## config.mk

```make
export PLATFORM = sky130hd
export DESIGN_NAME = fill_pipe_reg
export DESIGN_NICKNAME = d
export VERILOG_FILES = /design/src/rtl/fill_pipe_reg.sv
export SDC_FILE = /design/constraint.sdc
export NUM_CORES = 1
export LEC_CHECK = 0
export ABC_CLOCK_PERIOD_IN_PS = 1800
export CORE_AREA = 2 2 39 41
export CTS_CLUSTER_SIZE = 10
export DETAILED_ROUTE_END_ITERATION = 12
export DIE_AREA = 0 0 41 43
export SYNTH_ARGS = -nofsm -noshare
export SYNTH_HDL_FRONTEND = slang
export SYNTH_SLANG_ARGS = --single-unit
```

## constraint.sdc

```tcl
create_clock -name clk -period 1.8 [get_ports clk]
set_input_delay 0.36 -clock clk [delete_from_list [all_inputs] [get_ports clk]]
set_output_delay 0.36 -clock clk [all_outputs]
set_load 0.02 [all_outputs]
```

## src/rtl/fill_pipe_reg.sv

```systemverilog
// One-entry valid/ready pipeline register carrying a W-bit payload.
// Latency: 1 cycle from accept to out_valid; full throughput.
// Backpressure: in_ready = !out_valid | out_ready; payload holds while stalled.
// Ports: clk, rst_n (async active-low); in_valid/in_ready/in_data upstream;
//        out_valid/out_ready/out_data downstream.
module fill_pipe_reg #(
   parameter int W = 3
) (
   input  logic         clk,
   input  logic         rst_n,
   input  logic         in_valid,
   output logic         in_ready,
   input  logic [W-1:0] in_data,
   output logic         out_valid,
   input  logic         out_ready,
   output logic [W-1:0] out_data
);

   // Retire and load can happen on the same edge, so no bubble between words.
   assign in_ready = !out_valid || out_ready;

   always_ff @(posedge clk or negedge rst_n) begin
      if (!rst_n) begin
         out_valid <= 1'b0;
         out_data  <= '0;
      end else begin
         if (in_ready) begin
            out_valid <= in_valid;
         end
         if (in_valid && in_ready) begin
            out_data <= in_data;
         end
      end
   end

endmodule

```

# Word level (Yosys, flattened, before mapping)
# Cells that the tools add are included.
classes:
  n_reduce_logical: 3
op_table:
  columns: ["operator", "count"]
  rows:
  - ["1-bit logical AND", 1]
  - ["1-bit logical NOT", 1]
  - ["1-bit logical OR", 1]
word_totals:
  reg_bits: 4
  input_bits: 7
  output_inout_bits: 5
  word_cells: 5

# Logic depth before layout (Yosys ltp)
# Gate-level depths: netlist of the first run.
logic_depth:
  ltp_word: 3
  ltp_mapped: 3
  depth_no_buf: 3

# Least setup slack after synthesis of the first run
# Ideal clock, no wire load.
synth_path:
  kind: "reg-to-reg"
  start: "register out_valid"
  end: "register out_data[0]"
  setup_time_ns: 0.125
  t_arrival_ns: 0.987
  required_time_ns: 1.675
  path_slack_ns: 0.687
  path_stages_with_launch: 4
  path_buffers: 0
  period_less_slack_ns: 1.113
  cell_sequence: "dfrtp_1 > nand2b_4 > nand2_4 > mux2_4"
synth_via:
  elab_chain_cells: 3
synth_rtl:
  columns: ["item", "line_no", "source"]
  rows:
  - ["start: declaration", "14", "output logic out_valid,"]
  - ["start signal: assignment", "28", "out_valid <= in_valid;"]
  - ["1-bit logical NOT", "20", "assign in_ready = !out_valid || out_ready;"]
  - ["1-bit logical OR", "20", null]
  - ["via in_ready", "12", "output logic in_ready,"]
  - ["1-bit logical AND", "30", "if (in_valid && in_ready) begin"]
  - ["end signal: assignment", "31", "out_data <= in_data;"]
  - ["end: declaration", "16", "output logic [W-1:0] out_data"]
# The timed path passes the listed nets, and every way through them passes these cells.
# A chain may end at the register's enable or synchronous reset.

# Worst setup path after layout of the first run
layout_path:
  start: "input out_ready"
  end: "output in_ready"
layout_via:
  elab_chain_cells: 1
layout_rtl:
  columns: ["item", "line_no", "source"]
  rows:
  - ["start: declaration", "15", "input logic out_ready,"]
  - ["1-bit logical OR", "20", null]
  - ["end: declaration", "12", null]
# No other way between the ends.

==> flow_summary.yaml, run 1 <==
grt:
  grt_usage: 0.0576
  grt_max_degree: 5
  overflow: 0
  antenna_found_initial: 0
  first_global_vias: 153
  grt_pass1_wl_um: 552
route:
  wirelength_um: 370
  wl_per_cell_um: 9.02
  vias_per_cell: 3.44
  drt_first_pass_iters: 2
  drc_errors: 0
  dr_total_vias: 141
  postRouteAntennaNets: 0
  drt-initial-drc-count: 6
layout:
  final_area_um2: 337
  area.sequential_um2: 100
  drive_gt1_frac: 0.360
  syn2layout_area_growth_pct: 89.4
  final_cells: 41
  num_antenna_cells: 0
  final_common_cell: "clkdlybuf4s50_1"
  final_cell_mix: "clkdlybuf4s50_1, dfrtp_1, mux2_4, clkbuf_4"
  fillCellCount: 140
  multi_input_area_um2: 77.6
  final_util: 0.243
  nets: 34
sta:
  slew_viol_final: 0
  setup_viol: 0
  fmax_mhz: 619
  max_slew_margin: 0.852
  period_share: 0.897
  finClkSkew_ns: 0.000483
  finalHoldViolations: 0
  layout_min_cycle_time_ns: 1.62
  grt_setup_unrepaired: "false"
  timing.hold.ws_ns: 0.327
  worst_slew_pin_slew_ns: 0.222
worst_setup_path:
  reg2reg_depth: 4
  ff2ff_setup_slack_ns: 0.72
  cpPeakStageDelay_ns: 0.45
  arrival_ns: 1.26
  path_delay_family: "buffers and inverters"
  worstPathRequired_ns: 1.44
  cp.buffers_inverters: 2
  start_kind: "input pin"
  worstSetupEndpointType: "primary output"
  crit_chain: "clkdlybuf4s50_1 -> nand2b_4 -> dlygate4sd2_1"
  r2r-end: "out_data[1]$_DFFE_PN0P_"
  cpMaxStageDelayCell: "clkdlybuf4s50_1"
  setup.worst_path.class: "in2out"
  cp_max_fo: 2
  r2r-start: "out_valid$_DFFE_PN0P_"
placed_design:
  placement.io_buffers: 11
  placed_area_um2: 315
  gp_congestion: 0.595
  dp.cells: 38
power_and_ir_drop:
  p_leak_nw: 0.153
  vdd_drop_max_v: 0.000176
  powerDensity_nw_per_um2: 907
floorplanning:
  die_w_um: 41
  fp.dieH_um: 43
  coreArea_um2: 1380
  io_pins: 12
  dieArea_um2: 1760
  num_rows: 14
  start_util: 0.128
synthesis:
  ys_ff_latch: 4
  yosysSeqAreaShare: 0.563
  synth_area_per_cell_um2: 17.8
  synth_cells: 10
  synth_cell_types: 5
  yosysWarnings: 0
  syn_nets: 17
  synth_area_um2: 178
clock_network:
  clockBufferDepth: 2
  post-cts-setup-buffers: 0
  clk_pin_slew_ns: 0.04
  cts_made_buffers: 3
  htree_levels: 1
  cts_root_buf: "clkbuf_4"
  clkSinkCount: 4
  cts_tree: "yes"
  clk_latency_ns: 0.23
run:
  cap_viol_max_count: 0
hold_path:
  hp-class: "in2async"
run_status:
  status: "finished clean"
## logic make-up after synthesis
| group | Yosys count | share of synthesized area |
|---|---|---|
| mux | 3 | 0.254 |
| simple gates | 3 | 0.183 |
| flops | 4 | 0.563 |
## where the power goes
group | switching, mW | internal, mW
Combinational | 0.0321 | 0.0520
Clock | 0.0366 | 0.0746
Sequential | 0.00783 | 0.102
## what timing repair did
action                     CTS  global route
setup endpoints to repair    1             0
hold buffers                 0             0
resized for setup            1             0
## state kept, by name, summed over array words and instances (netlist names)
| register | flops |
|---|---|
| out_valid | 1 |
| out_data | 3 |
## metal layers
| metal | GRT usage | share of wire | up-vias |
|---|---|---|---|
| met1 | 0.0623 | 0.45 | 59 |
| met4 | 0.100 | 0.073 | 0 |
| li1 | - | - | 64 |
| met3 | 0.0314 | 0.17 | 4 |
| met5 | 0 | 0 | - |
| met2 | 0.0531 | 0.30 | 14 |
## worst max-delay path by stage
| stage | slack (ns) | end | depth (start not counted) | from |
|---|---|---|---|---|
| after floorplan | 0.69 | out_data[0]$_DFFE_PN0P_ | 3 | out_valid$_DFFE_PN0P_ |
| after global placement | -0.08 | in_ready | 3 | out_ready |
| after detailed placement | -0.09 | in_ready | 3 | out_ready |
| after CTS | 0.17 | out_valid | 1 | out_valid$_DFFE_PN0P_ |
| after global routing | 0.14 | out_valid | 1 | out_valid$_DFFE_PN0P_ |
| final | 0.18 | in_ready | 3 | out_ready |
## layout make-up
class | instances | share of cell area
flip-flops and latches | 4 | 0.297
multi-input cells | 6 | 0.230
well taps | 16 | 0.0595
clock buffers | 3 | 0.0669
repair buffers | 12 | 0.346
## Yosys cell counts
| cell type | instances | share of area |
|---|---|---|
| nand2b_4 | 1 | 0.077 |
| dfrtp_1 | 4 | 0.56 |
| or2b_1 | 1 | 0.042 |
| mux2_4 | 3 | 0.25 |
| nand2_4 | 1 | 0.063 |
## per-stage QoR
| stage | setup WS (ns) | power, mW | setup TNS, ns |
|---|---|---|---|
| 3_3_place_gp | -0.0828 | 0.195 | -0.0828 |
| 4_1_cts | 0.170 | 0.312 | 0 |
| 2_1_floorplan | 0.687 | 0.150 | 0 |
| 6_report | 0.185 | 0.305 | 0 |
| 5_1_grt | 0.138 | 0.318 | 0 |
| 3_5_place_dp | -0.0854 | 0.198 | -0.0854 |
Note: power is estimated with default switching activity, not from simulation.
==> inputs of run 2 (changes only) <==
--- a/config.mk
+++ b/config.mk
@@ -6,10 +6,12 @@
 export NUM_CORES = 1
 export LEC_CHECK = 0
 export ABC_CLOCK_PERIOD_IN_PS = 1800
+export CAP_MARGIN = 20
 export CORE_AREA = 2 2 39 41
 export CTS_CLUSTER_SIZE = 10
 export DETAILED_ROUTE_END_ITERATION = 12
 export DIE_AREA = 0 0 41 43
+export PLACE_DENSITY = 0.38
 export SYNTH_ARGS = -nofsm -noshare
 export SYNTH_HDL_FRONTEND = slang
 export SYNTH_SLANG_ARGS = --single-unit
==> run 2 against run 1 <==
Compared with the run above: critical path depth is the same; cell area is the same; die area is the same.
==> flow_summary.yaml, run 2 (synthesized netlist as in run 1, its figures left out) <==
worst_setup_path:
  worstSetupEndpointType: "primary output"
  start_kind: "input pin"
  ff2ff_setup_slack_ns: 0.72
  arrival_ns: 1.26
  setup.worst_path.class: "in2out"
  worstPathRequired_ns: 1.44
  cp_max_fo: 2
layout:
  nets: 34
  largest_register_ffs: 3
  final_common_cell: "clkdlybuf4s50_1"
  final_cell_mix: "clkdlybuf4s50_1, dfrtp_1, mux2_4, clkbuf_4"
  syn2layout_area_growth_pct: 89.4
  reg.largest.list: "out_data: 3 flops, out_valid: 1 flops"
  num_antenna_cells: 0
  multi_input_area_um2: 77.6
  drive_gt1_frac: 0.360
  top_register: "out_data"
  fillCellCount: 153
  area.sequential_um2: 100
  final_cells: 41
route:
  wl_per_cell_um: 9.34
  drc_errors: 0
  drt_first_pass_iters: 1
  wirelength_um: 383
  drt-initial-drc-count: 0
  postRouteAntennaNets: 0
  vias_per_cell: 3.41
  dr_total_vias: 140
floorplanning:
  dieArea_um2: 1760
  num_rows: 14
  fp.dieH_um: 43
  io_pins: 12
  die_w_um: 41
  start_util: 0.128
  coreArea_um2: 1380
grt:
  first_global_vias: 164
  grt_max_degree: 5
  overflow: 0
  grt_pass1_wl_um: 634
  antenna_found_initial: 0
  grt_usage: 0.0632
sta:
  slew_viol_final: 0
  setup_viol: 0
  fmax_mhz: 617
  finalHoldViolations: 0
  period_share: 0.901
  fin_ws_ns: 0.178
  max_slew_margin: 0.852
  grt_setup_unrepaired: "false"
  finClkSkew_ns: 0.000712
  layout_min_cycle_time_ns: 1.62
  worst_slew_pin_slew_ns: 0.221
power_and_ir_drop:
  power.total_uw: 301
  p_int_uw: 228
  sw_frac_of_total: 0.242
  vdd_drop_max_v: 0.000133
  pwr-share-seq: 0.362
  p_comb_frac: 0.281
  powerDensity_nw_per_um2: 895
  p_leak_nw: 0.153
  clkPwrFrac: 0.358
  p_sw_uw: 72.9
clock_network:
  ctsHoldBuffers: 0
  clockBufferDepth: 2
  htree_levels: 1
  cts_made_buffers: 3
  post_cts_resize_count: 1
  post-cts-setup-buffers: 0
  clkSinkCount: 4
  cts_tree: "yes"
  clk_latency_ns: 0.23
  clk_pin_slew_ns: 0.04
  cts_root_buf: "clkbuf_4"
run:
  cap_viol_max_count: 0
placed_design:
  dp.cells: 38
  gp_congestion: 0.502
  placement.io_buffers: 11
  pre_cts_slack_ns: -0.0973
hold_path:
  hp-class: "in2async"
run_status:
  status: "finished clean"
## run 2: cell counts in the layout (fill, tap and decap cells not counted)
Identical to the previous run, type by type.
## run 2: final timing paths
check	from	end	cells after the start
worst max-delay path	out_ready	in_ready	3
worst min-delay path	rst_n	out_data[2]$_DFFE_PN0P_	1
worst max register to register	out_valid$_DFFE_PN0P_	out_data[0]$_DFFE_PN0P_	4
worst min register to register	out_data[1]$_DFFE_PN0P_	out_data[1]$_DFFE_PN0P_	1
max in group asynchronous	rst_n	out_data[1]$_DFFE_PN0P_	1
min in group clk	out_data[1]$_DFFE_PN0P_	out_data[1]$_DFFE_PN0P_	1
## run 2: worst max-delay path, stage by stage
cell,delay [ns]
clkdlybuf4s50_1,0.46
nand2b_4,0.11
dlygate4sd2_1,0.33
## run 2: power groups by stage
stage / sequential [mW] / combinational (mW) / clock, mW
floorplan: 0.124 / 0.0260 / 0
global placement: 0.110 / 0.0861 / 0
detailed placement: 0.111 / 0.0869 / 0
CTS: 0.110 / 0.0860 / 0.116
global route: 0.111 / 0.0890 / 0.120
finish: 0.109 / 0.0845 / 0.108
## run 2: stage by stage
stage	utilization	hold slack, ns	instance area (um2)	TNS (ns)
floorplan	-	0.0644	178	0
global placement	0.228	0.492	315	-0.0831
detailed placement	0.228	0.501	315	-0.0973
CTS	0.243	0.325	337	0
global route	0.243	0.340	337	0
finish	0.243	0.331	337	0
## run 2: routing by layer
layer | global-route usage | routed length [um]
met1 | 0.0385 | 102
met5 | 0 | 0
met4 | 0.120 | 19
met3 | 0.0209 | 32
met2 | 0.0906 | 227
## run 2: layout make-up
type,instances,area share
multi-input combinational,6,0.230
timing repair buffer,12,0.346
tap,16,0.0595
sequential,4,0.297
clock buffer,3,0.0669
